`src/rtl/multicycle_cpu.sv`:
```
// multicycle_cpu: multicycle core running 16-bit instructions over a single-port req/ack memory.
// Define MULTICYCLE_CPU_EXT_EN to enable SUB (op 6) and JZ (op 7); otherwise both execute as NOP.
module multicycle_cpu #(
  parameter int                DATA_W   = 16,
  parameter int                ADDR_W   = 12,
  parameter logic [ADDR_W-1:0] RESET_PC = '0
) (
  input  logic              clk,
  input  logic              rst_n,
  output logic              mem_req,
  output logic              mem_we,
  output logic [ADDR_W-1:0] mem_addr,
  output logic [DATA_W-1:0] mem_wdata,
  input  logic [DATA_W-1:0] mem_rdata,
  input  logic              mem_ack,
  output logic [ADDR_W-1:0] pc,
  output logic              retire,
  output logic              halted
);
  typedef enum logic [2:0] {S_FETCH, S_DECODE, S_EXEC, S_MEM, S_WB, S_HALT} state_t;

  typedef struct packed {
    logic              req;
    logic              we;
    logic [ADDR_W-1:0] addr;
    logic [DATA_W-1:0] wdata;
  } mem_bus_t;

  localparam logic [3:0] OP_MOV  = 4'd0;
  localparam logic [3:0] OP_ADD  = 4'd1;
  localparam logic [3:0] OP_JMP  = 4'd2;
  localparam logic [3:0] OP_HALT = 4'd3;
  localparam logic [3:0] OP_LD   = 4'd4;
  localparam logic [3:0] OP_ST   = 4'd5;
`ifdef MULTICYCLE_CPU_EXT_EN
  localparam logic [3:0] OP_SUB  = 4'd6;
  localparam logic [3:0] OP_JZ   = 4'd7;
`endif

  state_t                  state_q, state_d;
  mem_bus_t                bus_q, bus_d;
  logic [ADDR_W-1:0]       pc_q, pc_d, pc_inc, data_addr;
  logic [15:0]             inst_q, inst_d;
  logic [DATA_W-1:0]       opa_q, opa_d, opb_q, opb_d;
  logic                    retire_q, retire_d, halted_q, halted_d;
  logic [15:0][DATA_W-1:0] rf;
  logic                    rf_we;
  logic [3:0]              rf_waddr;
  logic [DATA_W-1:0]       rf_wdata;
  logic [3:0]              op;
  logic                    fin;

  assign op        = inst_q[15:12];
  assign pc_inc    = pc_q + ADDR_W'(1);
  assign data_addr = ADDR_W'(inst_q[11:4]);

  always_comb begin
    state_d  = state_q;
    bus_d    = bus_q;
    pc_d     = pc_q;
    inst_d   = inst_q;
    opa_d    = opa_q;
    opb_d    = opb_q;
    retire_d = 1'b0;
    halted_d = halted_q;
    rf_we    = 1'b0;
    rf_waddr = inst_q[3:0];
    rf_wdata = '0;
    fin      = 1'b0;
    case (state_q)
      S_FETCH: begin
        // First fetch after reset has no request in flight yet.
        if (!bus_q.req) begin
          bus_d.req  = 1'b1;
          bus_d.we   = 1'b0;
          bus_d.addr = pc_q;
        end else if (mem_ack) begin
          inst_d    = mem_rdata[15:0];
          bus_d.req = 1'b0;
          state_d   = S_DECODE;
        end
      end
      S_DECODE: begin
        opa_d   = rf[inst_q[11:8]];
        opb_d   = rf[inst_q[7:4]];
        state_d = S_EXEC;
      end
      S_EXEC: begin
        case (op)
          OP_MOV: begin
            rf_we    = 1'b1;
            rf_wdata = DATA_W'(inst_q[11:4]);
            pc_d     = pc_inc;
            fin      = 1'b1;
          end
          OP_ADD: begin
            rf_we    = 1'b1;
            rf_wdata = opa_q + opb_q;
            pc_d     = pc_inc;
            fin      = 1'b1;
          end
          OP_JMP: begin
            pc_d = ADDR_W'(inst_q[11:0]);
            fin  = 1'b1;
          end
          OP_HALT: begin
            state_d  = S_HALT;
            halted_d = 1'b1;
            retire_d = 1'b1;
          end
          OP_LD: begin
            bus_d.req  = 1'b1;
            bus_d.we   = 1'b0;
            bus_d.addr = data_addr;
            state_d    = S_MEM;
          end
          OP_ST: begin
            bus_d.req   = 1'b1;
            bus_d.we    = 1'b1;
            bus_d.addr  = data_addr;
            bus_d.wdata = rf[inst_q[3:0]];
            state_d     = S_MEM;
          end
`ifdef MULTICYCLE_CPU_EXT_EN
          OP_SUB: begin
            rf_we    = 1'b1;
            rf_wdata = opa_q - opb_q;
            pc_d     = pc_inc;
            fin      = 1'b1;
          end
          OP_JZ: begin
            pc_d = (opa_q == '0) ? ADDR_W'(inst_q[7:0]) : pc_inc;
            fin  = 1'b1;
          end
`endif
          default: begin
            pc_d = pc_inc;
            fin  = 1'b1;
          end
        endcase
      end
      S_MEM: begin
        if (mem_ack) begin
          bus_d.req = 1'b0;
          bus_d.we  = 1'b0;
          if (op == OP_LD) begin
            opa_d   = mem_rdata;
            state_d = S_WB;
          end else begin
            pc_d = pc_inc;
            fin  = 1'b1;
          end
        end
      end
      S_WB: begin
        rf_we    = 1'b1;
        rf_wdata = opa_q;
        pc_d     = pc_inc;
        fin      = 1'b1;
      end
      S_HALT: ;
      default: state_d = S_FETCH;
    endcase
    // Completing an instruction launches the next fetch in the same edge.
    if (fin) begin
      state_d    = S_FETCH;
      retire_d   = 1'b1;
      bus_d.req  = 1'b1;
      bus_d.we   = 1'b0;
      bus_d.addr = pc_d;
    end
  end

  always_ff @(posedge clk) begin
    if (!rst_n) begin
      state_q  <= S_FETCH;
      bus_q    <= '0;
      pc_q     <= RESET_PC;
      inst_q   <= '0;
      opa_q    <= '0;
      opb_q    <= '0;
      retire_q <= 1'b0;
      halted_q <= 1'b0;
    end else begin
      state_q  <= state_d;
      bus_q    <= bus_d;
      pc_q     <= pc_d;
      inst_q   <= inst_d;
      opa_q    <= opa_d;
      opb_q    <= opb_d;
      retire_q <= retire_d;
      halted_q <= halted_d;
    end
  end

  always_ff @(posedge clk) begin
    if (!rst_n)     rf <= '0;
    else if (rf_we) rf[rf_waddr] <= rf_wdata;
  end

  assign mem_req   = bus_q.req;
  assign mem_we    = bus_q.we;
  assign mem_addr  = bus_q.addr;
  assign mem_wdata = bus_q.wdata;
  assign pc        = pc_q;
  assign retire    = retire_q;
  assign halted    = halted_q;
endmodule

```
`config.mk`:
```
export PLATFORM = sky130hd
export DESIGN_NAME = multicycle_cpu
export DESIGN_NICKNAME = d
export VERILOG_FILES = /design/src/rtl/multicycle_cpu.sv
export SDC_FILE = /design/constraint.sdc
export NUM_CORES = 1
export LEC_CHECK = 0
export CORE_MARGIN = 5
export CORE_UTILIZATION = 40
export CTS_CLUSTER_DIAMETER = 100
export DETAILED_ROUTE_END_ITERATION = 12
export HOLD_SLACK_MARGIN = 0.12
export REMOVE_ABC_BUFFERS = 1
export SYNTH_ARGS = -nofsm -noshare
export SYNTH_HDL_FRONTEND = slang
export SYNTH_SLANG_ARGS = --single-unit
```
`constraint.sdc`:
```
create_clock -name clk -period 5.9 [get_ports clk]
set_input_delay 1.18 -clock clk [delete_from_list [all_inputs] [get_ports clk]]
set_output_delay 1.18 -clock clk [all_outputs]
set_load 0.02 [all_outputs]
```
==> run metrics <==
status finished, final reports clean; reg2reg setup slack 2370 ps; Placer Congestion 0.909; TritonCTS clock tree yes; final non-filler cell total 2570; Die X 231 um; CP Capture Type register; most common flop cell mapped by yosys dfxtp_1; crit path from opa_q[0]$_SDFFE_PN0P_; RSZ-0062 raised after global routing no; Hold WC Path Type reg -> reg; PortBufs 62; largest net degree at the start of global routing 104; Tightest Pin Transition 1280 ps; Leakage 6.95 nW; register area share after synthesis 35.9%; vias in the first global route 15.9k; DP HPWL 38800 um; Mapped Area 19600 um2; adder-cell area share of the yosys netlist 1.12%; Starting Density 40.2%; top cell type by total area after synthesis dfxtp_1; initial antenna violation count 0; Clock Tree Root clkbuf_16; site row count 81; Synth Area in Simple Gates 10.9%; Netlist cell types 78; Synth area leaders dfxtp_1, mux4_2, o21ai_0; CTS Hold Bufs 0; Synth Area in Compound Gates 18.3%; total die area 53500 um2; max-slew violation count 0; slowest CP cell a31oi_1; Area Overhead vs Synth 13.0%; DP Cell Count 2499; setup violators final 0; post-CTS sizing 0; synthesized flop and latch total 351; Core ar. 48700 um2; register area 7050 um2; Num CTS Buffers 40; first-pass GRT wire length 98000 um; ant diodes 0; multi-input logic area 11800 um2; hold violation count in the final report 0; clock latency on the worst-skew pair 580 ps; wire per inst 24.8 um; worst vdd ir 0.221 mV; H-tree levels 2; Overflow after GRT 0; total wire length 63800 um; Vias 16.4k; Die Y 231 um; Worst Skew 22.2 ps; WS Path Type reg -> reg; Crit path required time 6290 ps; CP startpoint kind register; 1st-iter DRT viols 1816; number of flops mapped to enable cells by yosys 0; total negative slack 0 ps; Routed Antenna Nets 0; first-pass iteration count of the detailed router 6; Final #Nets 1913; relative slew slack 14.0%; PD cells 339 nW/um2; largest family of logic cells by synthesized area multiplexers; Util after Layout 45.4%; vias per cell 6.37; mux cell area share after synthesis 28.9%; Worst-path clk slew 60 ps; clock sink total 351; MaxCap Viol Count 0; Fill cells 4508; Bufs on Longest Clock Path 3; reg2reg path depth 9; Post-CTS Setup Bufs 0; R2R Path End rf[142]$_SDFFE_PN0P_; Total Power 0.00751 W; critical-path cell list ha_1 -> inv_1 -> fa_1 -> nor2b_1 -> o31ai_1 -> a21boi_1 -> mux2i_1 -> a31oi_1 -> o21ai_0; xor and xnor area share after synthesis 0.447%; boundary pin count 63; Final Cell Area 22100 um2; GRT Util Overall 23.5%; FMAX 283 MHz; Placed Instance Area 20800 um2; FF-to-FF Start opa_q[0]$_SDFFE_PN0P_; Critical Path Fanout Max 16; ys async rst share 0%; fin crit period 3530 ps; Synth top area share 35.9%; Mean Syn Cell Area 10.2 um2; DRC Markers 0; layout cells sized above 1 21.0%; Worst Path Arrival 3930 ps; final period utilization 59.9%; CP peak stage delay 1030 ps; Worst Setup EP rf[142]$_SDFFE_PN0P_; Post-Synthesis Cells 1914; synth warn 0
-- state kept, by name, summed over array words and instances (netlist names) --
| register | count |
|---|---|
| halted | 1 |
| inst_q | 16 |
| mem_addr | 12 |
| mem_req | 1 |
| mem_wdata | 16 |
| mem_we | 1 |
| opa_q | 16 |
| opb_q | 16 |
| pc | 12 |
| retire | 1 |
| rf | 256 |
| state_q | 3 |
-- metal layers --
layer  global-route usage, %  wire, um  up-vias
met4                    9.40      2700        0
met3                    3.93      5640      154
met2                    37.3     29300      812
met5                       0         0        -
met1                    32.3     26200     8104
li1                        -         -     7299
-- kinds of logic after synthesis --
kind of cell | count (synthesis)
adders and majority gates | 17
buffers and inverters | 230
xor gates and xnor gates | 10
muxes | 265
AOI/OAI and AO/OA | 577
and+or+nand+nor | 464
DFF | 351
-- layout by cell type (no fill, tap or decap), types with 9 or more instances in the layout --
cell             instances
a211oi_1               109
a21oi_1                111
a31oi_1                 42
buf_4                   46
clkbuf_16               42
clkdlybuf4s50_1         61
dfxtp_1                342
ha_1                    16
inv_1                   43
mux2i_1                 22
mux4_2                 240
nand2_1                131
nand3_1                 88
nor2_1                 156
nor2_2                  10
nor3_1                   9
o211ai_1                 9
o21ai_0                210
o31ai_1                 18
-- cell usage after synthesis, types with 4 or more instances --
cell        n
o211ai_1    9
nand3_1    88
o21a_1      4
buf_1      21
o22ai_1     4
mux4_2    240
clkbuf_1  141
a22oi_1     7
buf_2      24
nor3_1     12
a32o_1      5
nand2b_1    8
and2_1      5
xor2_1      5
o31ai_1    18
xnor2_1     5
o211a_1     8
ha_1       16
o311ai_0    7
nor2_1    167
a31oi_1    44
and3_1      8
dfxtp_1   351
nor2b_1     6
mux2i_1    23
a21oi_1   111
or3_1       5
a211oi_1  109
inv_1      44
nand2_1   131
o21ai_0   210
a21o_1      6
-- worst min path at each step --
stage | start | end | slack [ps] | cells past startpoint
floorplan | opb_q[0]$_SDFFE_PN0N_ | opb_q[0]$_SDFFE_PN0N_ | 430 | 2
global placement | mem_wdata[12]$_SDFFE_PN0P_ | mem_wdata[12]$_SDFFE_PN0P_ | 440 | 2
detailed placement | opb_q[3]$_SDFFE_PN0N_ | opb_q[3]$_SDFFE_PN0N_ | 450 | 2
CTS | mem_wdata[15]$_SDFFE_PN0P_ | mem_wdata[15]$_SDFFE_PN0P_ | 460 | 2
global route | opb_q[5]$_SDFFE_PN0N_ | opb_q[5]$_SDFFE_PN0N_ | 470 | 2
finish | mem_wdata[7]$_SDFFE_PN0P_ | mem_wdata[7]$_SDFFE_PN0P_ | 460 | 2
-- power breakdown --
group          switching (W)  internal (W)  total (W)
clock network        0.00104       0.00157    0.00262
registers           0.000391       0.00254    0.00293
logic                0.00109      0.000868    0.00196
total                0.00252       0.00498    0.00751
-- through the flow --
| stage | setup slack (ps) | hold WS, ps |
|---|---|---|
| 2_1_floorplan | 1240 | 429 |
| 3_3_place_gp | 2450 | 440 |
| 3_5_place_dp | 2340 | 450 |
| 4_1_cts | 2450 | 463 |
| 5_1_grt | 2080 | 471 |
| 6_report | 2370 | 457 |
-- worst max-delay path: cells and delay by family, from the launching register on --
family / cells / cell delay (ps)
buffers and inverters: 1 / 60
and+or+nand+nor: 1 / 210
AOI/OAI and AO/OA: 4 / 1930
muxes: 1 / 150
adders and majority gates: 2 / 620
DFF: 1 / 370
-- layout make-up --
class	instances	area share [%]
Timing Repair Buffer	107	4.32
Inverter	44	0.757
Multi-Input combinational cell	1333	53.1
Tap cell	664	3.75
Clock inverter	16	0.864
Sequential cell	351	31.8
Clock buffer	55	5.33
(Power assumes the default switching activity.)
